[config.mk]
export PLATFORM = sky130hd
export DESIGN_NAME = mem_port_arbiter_flat
export DESIGN_NICKNAME = d
export VERILOG_FILES = /design/src/rtl/mem_port_arbiter_if.sv /design/src/rtl/mem_port_arbiter.sv /design/src/flat_wrapper.sv
export SDC_FILE = /design/constraint.sdc
export NUM_CORES = 1
export LEC_CHECK = 0
export BUFFER_PORTS_ARGS = -buffer_cell sky130_fd_sc_hd__buf_2
export CAP_MARGIN = 10
export CELL_PAD_IN_SITES_DETAIL_PLACEMENT = 1
export CELL_PAD_IN_SITES_GLOBAL_PLACEMENT = 2
export CORE_MARGIN = 2
export CORE_UTILIZATION = 28
export DETAILED_ROUTE_END_ITERATION = 8
export MAX_ROUTING_LAYER = met4
export PLACE_DENSITY_LB_ADDON = 0.3
export REMOVE_ABC_BUFFERS = 1
export SYNTH_ARGS = -nofsm -noshare
export SYNTH_HDL_FRONTEND = slang
export SYNTH_SLANG_ARGS = --single-unit
[constraint.sdc]
create_clock -name clk -period 3.2 [get_ports clk]
set_input_delay 0.16 -clock clk [delete_from_list [all_inputs] [get_ports clk]]
set_output_delay 0.16 -clock clk [all_outputs]
set_load 0.005 [all_outputs]
[src/rtl/mem_port_arbiter_if.sv]
// mem_port_arbiter_if: bundles the two requester ports, the shared memory port
// and the mux select of mem_port_arbiter.
//   a_* / b_*  : requester handshake (req/we/addr/wdata in, gnt/rvalid/rdata/err out)
//   mem_*      : shared memory port (req/we/addr/wdata out, ack/rdata in)
//   sel        : owner of the port, control input of the downstream 2:1 mux
// Modports: master = arbiter side, slave = environment side.
interface mem_port_arbiter_if #(
   parameter int unsigned ADDR_W = 32,
   parameter int unsigned DATA_W = 32
);
   logic              a_req;
   logic              a_we;
   logic [ADDR_W-1:0] a_addr;
   logic [DATA_W-1:0] a_wdata;
   logic              a_gnt;
   logic              a_rvalid;
   logic [DATA_W-1:0] a_rdata;
   logic              a_err;

   logic              b_req;
   logic              b_we;
   logic [ADDR_W-1:0] b_addr;
   logic [DATA_W-1:0] b_wdata;
   logic              b_gnt;
   logic              b_rvalid;
   logic [DATA_W-1:0] b_rdata;
   logic              b_err;

   logic              mem_req;
   logic              mem_we;
   logic [ADDR_W-1:0] mem_addr;
   logic [DATA_W-1:0] mem_wdata;
   logic              mem_ack;
   logic [DATA_W-1:0] mem_rdata;

   logic              sel;

   modport master (
      input  a_req, a_we, a_addr, a_wdata,
      output a_gnt, a_rvalid, a_rdata, a_err,
      input  b_req, b_we, b_addr, b_wdata,
      output b_gnt, b_rvalid, b_rdata, b_err,
      output mem_req, mem_we, mem_addr, mem_wdata,
      input  mem_ack, mem_rdata,
      output sel
   );

   modport slave (
      output a_req, a_we, a_addr, a_wdata,
      input  a_gnt, a_rvalid, a_rdata, a_err,
      output b_req, b_we, b_addr, b_wdata,
      input  b_gnt, b_rvalid, b_rdata, b_err,
      input  mem_req, mem_we, mem_addr, mem_wdata,
      output mem_ack, mem_rdata,
      input  sel
   );
endinterface

[src/rtl/mem_port_arbiter.sv]
// mem_port_arbiter: shares one memory port between requester A (instruction
// fetch) and requester B (load/store). Round-robin, one transaction
// outstanding, hung accesses aborted after TIMEOUT_CYC busy cycles with err.
// Ports:
//   clk  : clock, all state on rising edge
//   rst  : synchronous active-high reset
//   bus  : mem_port_arbiter_if.master (requester ports, memory port, sel)
// All outputs are registered.
module mem_port_arbiter #(
   parameter int unsigned ADDR_W      = 32,
   parameter int unsigned DATA_W      = 32,
   parameter int unsigned TIMEOUT_CYC = 255
) (
   input  logic                 clk,
   input  logic                 rst,
   mem_port_arbiter_if.master   bus
);
   localparam int unsigned CNT_W = $clog2(TIMEOUT_CYC + 1);
   localparam logic [CNT_W-1:0] CNT_LAST = CNT_W'(TIMEOUT_CYC - 1);

   typedef enum logic {IDLE, BUSY} state_t;

   state_t            state_q, state_d;
   logic              last_q, last_d;     // 0 = A, 1 = B served last
   logic [CNT_W-1:0]  cnt_q, cnt_d;
   logic              sel_q, sel_d;
   logic              a_gnt_q, a_gnt_d, b_gnt_q, b_gnt_d;
   logic              a_rv_q, a_rv_d, b_rv_q, b_rv_d;
   logic              a_err_q, a_err_d, b_err_q, b_err_d;
   logic [DATA_W-1:0] a_rdata_q, a_rdata_d, b_rdata_q, b_rdata_d;
   logic              mreq_q, mreq_d, mwe_q, mwe_d;
   logic [ADDR_W-1:0] maddr_q, maddr_d;
   logic [DATA_W-1:0] mwdata_q, mwdata_d;

   logic              grant_a, grant_b;
   logic              finish, timed_out;
   logic [DATA_W-1:0] ret_data;

   // Tie goes to the requester that was not served last.
   assign grant_a = bus.a_req & (~bus.b_req | last_q);
   assign grant_b = bus.b_req & (~bus.a_req | ~last_q);

   always_comb begin
      state_d   = state_q;
      last_d    = last_q;
      cnt_d     = cnt_q;
      sel_d     = sel_q;
      a_gnt_d   = 1'b0;
      b_gnt_d   = 1'b0;
      a_rv_d    = 1'b0;
      b_rv_d    = 1'b0;
      a_err_d   = 1'b0;
      b_err_d   = 1'b0;
      a_rdata_d = a_rdata_q;
      b_rdata_d = b_rdata_q;
      mreq_d    = mreq_q;
      mwe_d     = mwe_q;
      maddr_d   = maddr_q;
      mwdata_d  = mwdata_q;
      finish    = 1'b0;
      timed_out = 1'b0;
      ret_data  = '0;

      unique case (state_q)
         IDLE: begin
            if (grant_a) begin
               a_gnt_d  = 1'b1;
               sel_d    = 1'b0;
               mreq_d   = 1'b1;
               mwe_d    = bus.a_we;
               maddr_d  = bus.a_addr;
               mwdata_d = bus.a_wdata;
               cnt_d    = '0;
               state_d  = BUSY;
            end else if (grant_b) begin
               b_gnt_d  = 1'b1;
               sel_d    = 1'b1;
               mreq_d   = 1'b1;
               mwe_d    = bus.b_we;
               maddr_d  = bus.b_addr;
               mwdata_d = bus.b_wdata;
               cnt_d    = '0;
               state_d  = BUSY;
            end
         end
         BUSY: begin
            // An ack on the threshold cycle still wins over the timeout.
            if (bus.mem_ack) begin
               finish   = 1'b1;
               ret_data = mwe_q ? '0 : bus.mem_rdata;
            end else if (cnt_q == CNT_LAST) begin
               finish    = 1'b1;
               timed_out = 1'b1;
            end else if (cnt_q != '1) begin
               cnt_d = cnt_q + CNT_W'(1);
            end
         end
         default: state_d = IDLE;
      endcase

      if (finish) begin
         mreq_d  = 1'b0;
         last_d  = sel_q;
         state_d = IDLE;
         if (sel_q) begin
            b_rv_d    = 1'b1;
            b_err_d   = timed_out;
            b_rdata_d = ret_data;
         end else begin
            a_rv_d    = 1'b1;
            a_err_d   = timed_out;
            a_rdata_d = ret_data;
         end
      end
   end

   always_ff @(posedge clk) begin
      if (rst) begin
         state_q   <= IDLE;
         last_q    <= 1'b1;
         cnt_q     <= '0;
         sel_q     <= 1'b0;
         a_gnt_q   <= 1'b0;
         b_gnt_q   <= 1'b0;
         a_rv_q    <= 1'b0;
         b_rv_q    <= 1'b0;
         a_err_q   <= 1'b0;
         b_err_q   <= 1'b0;
         a_rdata_q <= '0;
         b_rdata_q <= '0;
         mreq_q    <= 1'b0;
         mwe_q     <= 1'b0;
         maddr_q   <= '0;
         mwdata_q  <= '0;
      end else begin
         state_q   <= state_d;
         last_q    <= last_d;
         cnt_q     <= cnt_d;
         sel_q     <= sel_d;
         a_gnt_q   <= a_gnt_d;
         b_gnt_q   <= b_gnt_d;
         a_rv_q    <= a_rv_d;
         b_rv_q    <= b_rv_d;
         a_err_q   <= a_err_d;
         b_err_q   <= b_err_d;
         a_rdata_q <= a_rdata_d;
         b_rdata_q <= b_rdata_d;
         mreq_q    <= mreq_d;
         mwe_q     <= mwe_d;
         maddr_q   <= maddr_d;
         mwdata_q  <= mwdata_d;
      end
   end

   assign bus.a_gnt     = a_gnt_q;
   assign bus.a_rvalid  = a_rv_q;
   assign bus.a_rdata   = a_rdata_q;
   assign bus.a_err     = a_err_q;
   assign bus.b_gnt     = b_gnt_q;
   assign bus.b_rvalid  = b_rv_q;
   assign bus.b_rdata   = b_rdata_q;
   assign bus.b_err     = b_err_q;
   assign bus.mem_req   = mreq_q;
   assign bus.mem_we    = mwe_q;
   assign bus.mem_addr  = maddr_q;
   assign bus.mem_wdata = mwdata_q;
   assign bus.sel       = sel_q;
endmodule

[src/flat_wrapper.sv]
// flat-port wrapper written by rule: the top's interface ports become plain ports
module mem_port_arbiter_flat 
#(
   parameter int unsigned ADDR_W      = 32,
   parameter int unsigned DATA_W      = 32,
   parameter int unsigned TIMEOUT_CYC = 255
)
  (clk, rst, bus_a_req, bus_a_we, bus_a_addr, bus_a_wdata, bus_a_gnt, bus_a_rvalid, bus_a_rdata, bus_a_err, bus_b_req, bus_b_we, bus_b_addr, bus_b_wdata, bus_b_gnt, bus_b_rvalid, bus_b_rdata, bus_b_err, bus_mem_req, bus_mem_we, bus_mem_addr, bus_mem_wdata, bus_mem_ack, bus_mem_rdata, bus_sel);
  mem_port_arbiter_if #(.ADDR_W(ADDR_W), .DATA_W(DATA_W)) bus_i ();
  input  logic clk;
  input  logic rst;
  input wire logic [$bits(bus_i.a_req)-1:0] bus_a_req;
  input wire logic [$bits(bus_i.a_we)-1:0] bus_a_we;
  input wire logic [$bits(bus_i.a_addr)-1:0] bus_a_addr;
  input wire logic [$bits(bus_i.a_wdata)-1:0] bus_a_wdata;
  output wire logic [$bits(bus_i.a_gnt)-1:0] bus_a_gnt;
  output wire logic [$bits(bus_i.a_rvalid)-1:0] bus_a_rvalid;
  output wire logic [$bits(bus_i.a_rdata)-1:0] bus_a_rdata;
  output wire logic [$bits(bus_i.a_err)-1:0] bus_a_err;
  input wire logic [$bits(bus_i.b_req)-1:0] bus_b_req;
  input wire logic [$bits(bus_i.b_we)-1:0] bus_b_we;
  input wire logic [$bits(bus_i.b_addr)-1:0] bus_b_addr;
  input wire logic [$bits(bus_i.b_wdata)-1:0] bus_b_wdata;
  output wire logic [$bits(bus_i.b_gnt)-1:0] bus_b_gnt;
  output wire logic [$bits(bus_i.b_rvalid)-1:0] bus_b_rvalid;
  output wire logic [$bits(bus_i.b_rdata)-1:0] bus_b_rdata;
  output wire logic [$bits(bus_i.b_err)-1:0] bus_b_err;
  output wire logic [$bits(bus_i.mem_req)-1:0] bus_mem_req;
  output wire logic [$bits(bus_i.mem_we)-1:0] bus_mem_we;
  output wire logic [$bits(bus_i.mem_addr)-1:0] bus_mem_addr;
  output wire logic [$bits(bus_i.mem_wdata)-1:0] bus_mem_wdata;
  input wire logic [$bits(bus_i.mem_ack)-1:0] bus_mem_ack;
  input wire logic [$bits(bus_i.mem_rdata)-1:0] bus_mem_rdata;
  output wire logic [$bits(bus_i.sel)-1:0] bus_sel;
  assign bus_i.a_req = bus_a_req;
  assign bus_i.a_we = bus_a_we;
  assign bus_i.a_addr = bus_a_addr;
  assign bus_i.a_wdata = bus_a_wdata;
  assign bus_a_gnt = bus_i.a_gnt;
  assign bus_a_rvalid = bus_i.a_rvalid;
  assign bus_a_rdata = bus_i.a_rdata;
  assign bus_a_err = bus_i.a_err;
  assign bus_i.b_req = bus_b_req;
  assign bus_i.b_we = bus_b_we;
  assign bus_i.b_addr = bus_b_addr;
  assign bus_i.b_wdata = bus_b_wdata;
  assign bus_b_gnt = bus_i.b_gnt;
  assign bus_b_rvalid = bus_i.b_rvalid;
  assign bus_b_rdata = bus_i.b_rdata;
  assign bus_b_err = bus_i.b_err;
  assign bus_mem_req = bus_i.mem_req;
  assign bus_mem_we = bus_i.mem_we;
  assign bus_mem_addr = bus_i.mem_addr;
  assign bus_mem_wdata = bus_i.mem_wdata;
  assign bus_i.mem_ack = bus_mem_ack;
  assign bus_i.mem_rdata = bus_mem_rdata;
  assign bus_sel = bus_i.sel;
  mem_port_arbiter #(.ADDR_W(ADDR_W), .DATA_W(DATA_W), .TIMEOUT_CYC(TIMEOUT_CYC)) u_core (.clk(clk), .rst(rst), .bus(bus_i));
endmodule
# [Word level (Yosys, flattened, before mapping)]
# Index checks and enable logic that the tools add are counted.
[word_totals] reg_bits=147 input_bits=167 wordCells=73
[classes] n_addsub=1 n_eq_ne=6 mux=29 n_bitwise=10 n_reduce_logical=11
[ops] op="$mux 32" n=7
[ops] op="$mux 8" n=5
[ops] op="$mux 1" n=16
[ops] op="$pmux 8 s2" n=1
[ops] op="$reduce_or 3->1" n=3
[ops] op="$add 8x1->8 const B" n=1
[ops] op="$eq 8x8->1 const B" n=1
[ops] op="$ne 8x8->1 const B" n=1
[ops] op="$ne 2x2->1 const B" n=3
[ops] op="$not 1->1" n=6
[ops] op="$reduce_and 2->1" n=3
[ops] op="$reduce_or 2->1" n=3
[ops] op="$reduce_and 4->1" n=1
[ops] op="$ne 3x1->1 const B" n=1
[ops] op="$and 1x1->1" n=2
[ops] op="$or 1x1->1" n=2
[ops] op="$reduce_bool 2->1" n=1

# [Longest topological paths before layout]
[logic_depth] ltp_word=6 depth_mapped=7

# [Worst setup path before layout]
# OpenSTA, ideal clock, no wires.
[synth_path] kind="flip-flop to flip-flop" startpoint="register u_core.cnt_q[0]" endpoint="register u_core.cnt_q[3]" setup_ps=92 t_arrival_ps=1477 setup_slack_ps=1631 stages_incl_launch_ff=7 n_path_buf=0 period_less_slack_ps=1569 cell_sequence="dfxtp_1 > inv_1 > ha_1 > nor2_1 > nor3_1 > or3_1 > o32ai_1"
[synth_via] elab_chain_len=5 word_cells_on_any_way=10
[synth_rtl] element="start, declared" line_no="mem_port_arbiter.sv:25" text="logic [CNT_W-1:0] cnt_q, cnt_d;"
[synth_rtl] element="start signal, assigned" line_no="mem_port_arbiter.sv:138" text="cnt_q <= cnt_d;"
[synth_rtl] element="$add 8x1->8" line_no="mem_port_arbiter.sv:95" text="cnt_d = cnt_q + CNT_W'(1);"
[synth_rtl] element="$mux 8" line_no="mem_port_arbiter.sv:94" text="end else if (cnt_q != '1) begin"
[synth_rtl] element="$mux 8" line_no="mem_port_arbiter.sv:91" text="end else if (cnt_q == CNT_LAST) begin"
[synth_rtl] element="$mux 8" line_no="mem_port_arbiter.sv:88" text="if (bus.mem_ack) begin"
[synth_rtl] element="$pmux 8 s2" line_no="mem_port_arbiter.sv:64" text="unique case (state_q)"
# Several ways; a longest one is shown, not always the timed one. The select of a mux whose other input is x is not followed.
# A chain may end at the register's enable or synchronous reset.

# [Worst setup path after layout]
[layout_path] startpoint="register u_core.cnt_q[0]" endpoint="register u_core.last_q"
[layout_via] elab_chain_len=4
[layout_rtl] element="$eq 8x8->1" line_no="mem_port_arbiter.sv:91"
[layout_rtl] element="$mux 1" line_no="mem_port_arbiter.sv:91"
[layout_rtl] element="$mux 1" line_no="mem_port_arbiter.sv:88"
[layout_rtl] element="$mux 1" line_no="mem_port_arbiter.sv:64"
[layout_rtl] element="end signal, assigned" line_no="mem_port_arbiter.sv:137" text="last_q <= last_d;"
[layout_rtl] element="end, declared" line_no="mem_port_arbiter.sv:24" text="logic last_q, last_d;"
# No other way between the ends.

==> impl_table.tex <==
\begin{tabular}{lr}
\hline
Metric & Value \\
\hline
\multicolumn{2}{l}{\textbf{Run status}} \\
\quad Result of the run & finished, final reports clean \\
\multicolumn{2}{l}{\textbf{Worst setup path}} \\
\quad CP Cell Sequence & inv\_1, ha\_1, nand4\_1, o21bai\_4, a31oi\_4, o21ai\_0 \\
\quad Crit path max-delay cell type & a31oi\_4 \\
\quad Crit Path Class & flop to flop \\
\quad Buffers plus inverters on the worst setup path & 1 \\
\quad Data arrival, critical path & 2.39 ns \\
\quad Sort of element at the end of the critical path & flop \\
\quad Family of cells with the greatest summed delay on the critical path & compound AO/OA/AOI/OAI gates \\
\quad CP Max Fanout & 33 \\
\quad Sort of element at the start of the critical path & flop \\
\quad Critical path required time & 3.45 ns \\
\quad Maximum single-stage delay on the critical path & 0.78 ns \\
\multicolumn{2}{l}{\textbf{Routing}} \\
\quad Drt wl/cell & 16.9 um \\
\quad DRT iter0 DRCs & 164 \\
\quad DR pass1 iterations & 4 \\
\quad Overall via count from detail\_route & 5317 \\
\quad Number of nets with antenna violations after detailed routing & 0 \\
\quad Post-route DRC & 0 \\
\quad Routed Wire Length & 19100 um \\
\quad Via density per instance & 4.69 \\
\multicolumn{2}{l}{\textbf{Placement}} \\
\quad RePlAce Congestion & 0.806 \\
\quad Total cell area at the placement stage & 7400 um2 \\
\quad Input/output buffers & 303 \\
\quad Post-DP HPWL & 14100 um \\
\quad Post-Place Cells & 1068 \\
\multicolumn{2}{l}{\textbf{Synth}} \\
\quad Number of synthesized flops with an enable pin & 0 \\
\quad Post-synthesis instance area & 5700 um2 \\
\quad Area leader, netlist & dfxtp\_1 \\
\quad Cell count after synthesis & 530 \\
\quad Synth warnings & 0 \\
\quad Syn Area/Cell & 10.7 um2 \\
\quad Share of the yosys chip area belonging to registers & 51.7\% \\
\quad Area share of the largest cell type after synthesis & 51.7\% \\
\quad Count of cell types in the netlist & 41 \\
\quad Main flop type after synthesis & dfxtp\_1 \\
\quad Yosys reg bits & 147 \\
\quad Async set or reset register ratio after synthesis & 0\% \\
\quad Cell types occupying the most area after synthesis & dfxtp\_1 52\%, mux2i\_1 11\%, a22o\_1 9.8\% \\
\multicolumn{2}{l}{\textbf{Die}} \\
\quad Vertical die dimension & 147 um \\
\quad Number of rows created at floorplan & 52 \\
\quad Die Area & 21500 um2 \\
\quad Die width & 147 um \\
\quad Top-level I/O count & 304 \\
\quad Initial core utilization & 28.3\% \\
\quad Standard cell core area & 20100 um2 \\
\multicolumn{2}{l}{\textbf{Pwr}} \\
\quad Power per Cell Area & 560 nW/um2 \\
\quad Worst VDD drop & 293 uV \\
\quad Overall power of the completed layout & 4650 uW \\
\quad Leak pwr & 0.00403 uW \\
\multicolumn{2}{l}{\textbf{Final layout}} \\
\quad Relative area change from synthesis to final layout & 45.8\% \\
\quad Final instance count without filler cells & 1133 \\
\quad Core occupancy in the finished layout & 41.3\% \\
\quad Layout cells sized above 1 & 41.2\% \\
\quad Final net count & 1018 \\
\quad Total non-filler cell area in the finished layout & 8300 um2 \\
\quad Fill cell instance count of the final layout & 2347 \\
\multicolumn{2}{l}{\textbf{Timing}} \\
\quad Max Slew Vio Count & 0 \\
\quad Number of failing setup endpoints in the final timing report & 0 \\
\quad Relative max-transition margin & 36.4\% \\
\quad Share of the clock period used by the worst path after layout & 66.8\% \\
\quad Setup repair after global routing missed its margin & no \\
\quad Clock period minus final worst setup slack & 2.14 ns \\
\quad Setup total negative slack & 0 ns \\
\quad Skew final & 0.0145 ns \\
\quad Achievable Freq & 0.468 GHz \\
\quad Hold violation count in the final report & 0 \\
\quad Transition at the pin with the smallest max-transition slack & 0.949 ns \\
\multicolumn{2}{l}{\textbf{GRT}} \\
\quad Vias in the first global route & 5578 \\
\quad Total overflow reported by the global router & 0 \\
\quad Maximum number of pins on one net before global-route repair & 76 \\
\quad GRT Total Usage & 18.2\% \\
\quad First-pass GRT wire length & 29800 um \\
\quad Antenna violations before repair & 1 \\
\multicolumn{2}{l}{\textbf{CTS}} \\
\quad Post-CTS setup buffers & 0 \\
\quad Maximum buffer depth of the clock tree & 2 \\
\quad Number of buffers inserted by hold repair at cts & 32 \\
\quad CTS-repair resized insts & 0 \\
\quad Clock slew at the register clock pins of the worst setup and hold paths & 0.07 ns \\
\quad TritonCTS clock tree & done \\
\quad Insertion delay of the later-clocked pin in the worst-skew pair & 0.42 ns \\
\quad Clock sink count & 147 \\
\quad Clk root buf & clkbuf\_16 \\
\quad Num CTS Buffers & 17 \\
\quad Total number of H-tree levels & 4 \\
\multicolumn{2}{l}{\textbf{Run}} \\
\quad Number of maximum-capacitance constraint violations & 0 \\
\multicolumn{2}{l}{\textbf{Worst hold path}} \\
\quad Classification of the worst-slack hold path & input pin to flop \\
\hline
\end{tabular}
final timing paths:
kind / from / cells past startpoint / slack, ns / endpoint
setup / recovery: u_core.cnt_q[0] / 6 / 1.06 / u_core.last_q
hold / removal: bus_b_req / 3 / 0.07 / u_core.bus.b_gnt
setup reg to reg: u_core.cnt_q[0] / 6 / 1.06 / u_core.last_q
hold reg to reg: u_core.bus.a_rdata[17] / 1 / 0.47 / u_core.bus.a_rdata[17]
synthesized netlist by cell type (2+ instances only):
library cell	instances
dfxtp_1	147
nor2_1	74
a211oi_1	67
mux2i_1	65
a22o_1	64
clkbuf_1	15
buf_2	12
buf_6	11
nand2_1	7
nor3_1	7
a21oi_1	5
nand2b_1	5
buf_1	4
nand3_1	4
o21ai_0	4
a31oi_1	3
inv_1	3
or3_1	3
buf_4	2
ha_1	2
nand4_1	2
nor4_1	2
o211ai_1	2
o32ai_1	2
or4_1	2
routing by layer:
layer | share of wire, % | track usage, %
met5 | 0 | -
met2 | 49 | 30.0
met3 | 6.3 | 5.22
met1 | 44 | 21.7
met4 | 1.3 | 5.19
flip-flops by register name, summed over array words and instances (netlist names), 8 cells and up:
register / cells
u_core.bus.a_rdata: 32
u_core.bus.b_rdata: 32
u_core.bus.mem_addr: 32
u_core.bus.mem_wdata: 32
u_core.cnt_q: 8
layout by cell type (no fill, tap or decap), types with 2 or more instances in the layout:
| cell | instances |
|---|---|
| nand2_1 | 7 |
| a31oi_1 | 3 |
| clkbuf_16 | 17 |
| inv_6 | 7 |
| a21oi_1 | 5 |
| dlygate4sd3_1 | 32 |
| nand4_1 | 2 |
| or4_1 | 2 |
| a22o_1 | 64 |
| a211oi_1 | 67 |
| nand2b_1 | 5 |
| inv_1 | 3 |
| o32ai_1 | 2 |
| clkinv_4 | 3 |
| inv_8 | 3 |
| nor3_1 | 7 |
| o21ai_0 | 4 |
| nor2_1 | 74 |
| o211ai_1 | 2 |
| or3_1 | 3 |
| dfxtp_1 | 147 |
| mux2i_1 | 65 |
| nand3_1 | 4 |
| buf_12 | 2 |
| buf_2 | 303 |
| nor4_1 | 2 |
| ha_1 | 2 |
| buf_4 | 7 |
through the flow:
step / worst slack [ns] / hold WS [ns]
after global placement: 1.16 / 0.387
final: 1.06 / 0.0657
after floorplan: -0.257 / 0.229
after global routing: 0.837 / 0.0625
after detailed placement: 1.04 / 0.391
after CTS: 1.01 / 0.0498
cell families after synthesis:
family | after synthesis | share of synthesized area, %
flops | 147 | 51.7
fa+ha+maj | 2 | 0.439
mux | 65 | 11.4
compound gates | 153 | 21.9
simple gates | 115 | 9.58
buf+inv | 48 | 5.01
cell type report:
class / instances / area, um2 / share of cell area (%)
flip-flops and latches: 147 / 2940 / 35.4
multi-input cells: 335 / 2490 / 30.0
repair buffers: 344 / 1930 / 23.2
clock buffers: 17 / 425 / 5.12
well taps: 270 / 338 / 4.07
clock inverters: 15 / 156 / 1.88
inverters: 4 / 15.0 / 0.181
diodes: 1 / 2.50 / 0.0301
tightest hold or removal path: stages:
cell     delay [ns]
buf_2          0.13
nand2_1        0.10
nor2_1         0.05
where the power goes:
part / total (uW) / internal (uW) / switching [uW]
combinational: 651 / 317 / 334
sequential: 2020 / 1950 / 69.9
clock: 1980 / 1110 / 875
Power figures use the tool's default switching activity.
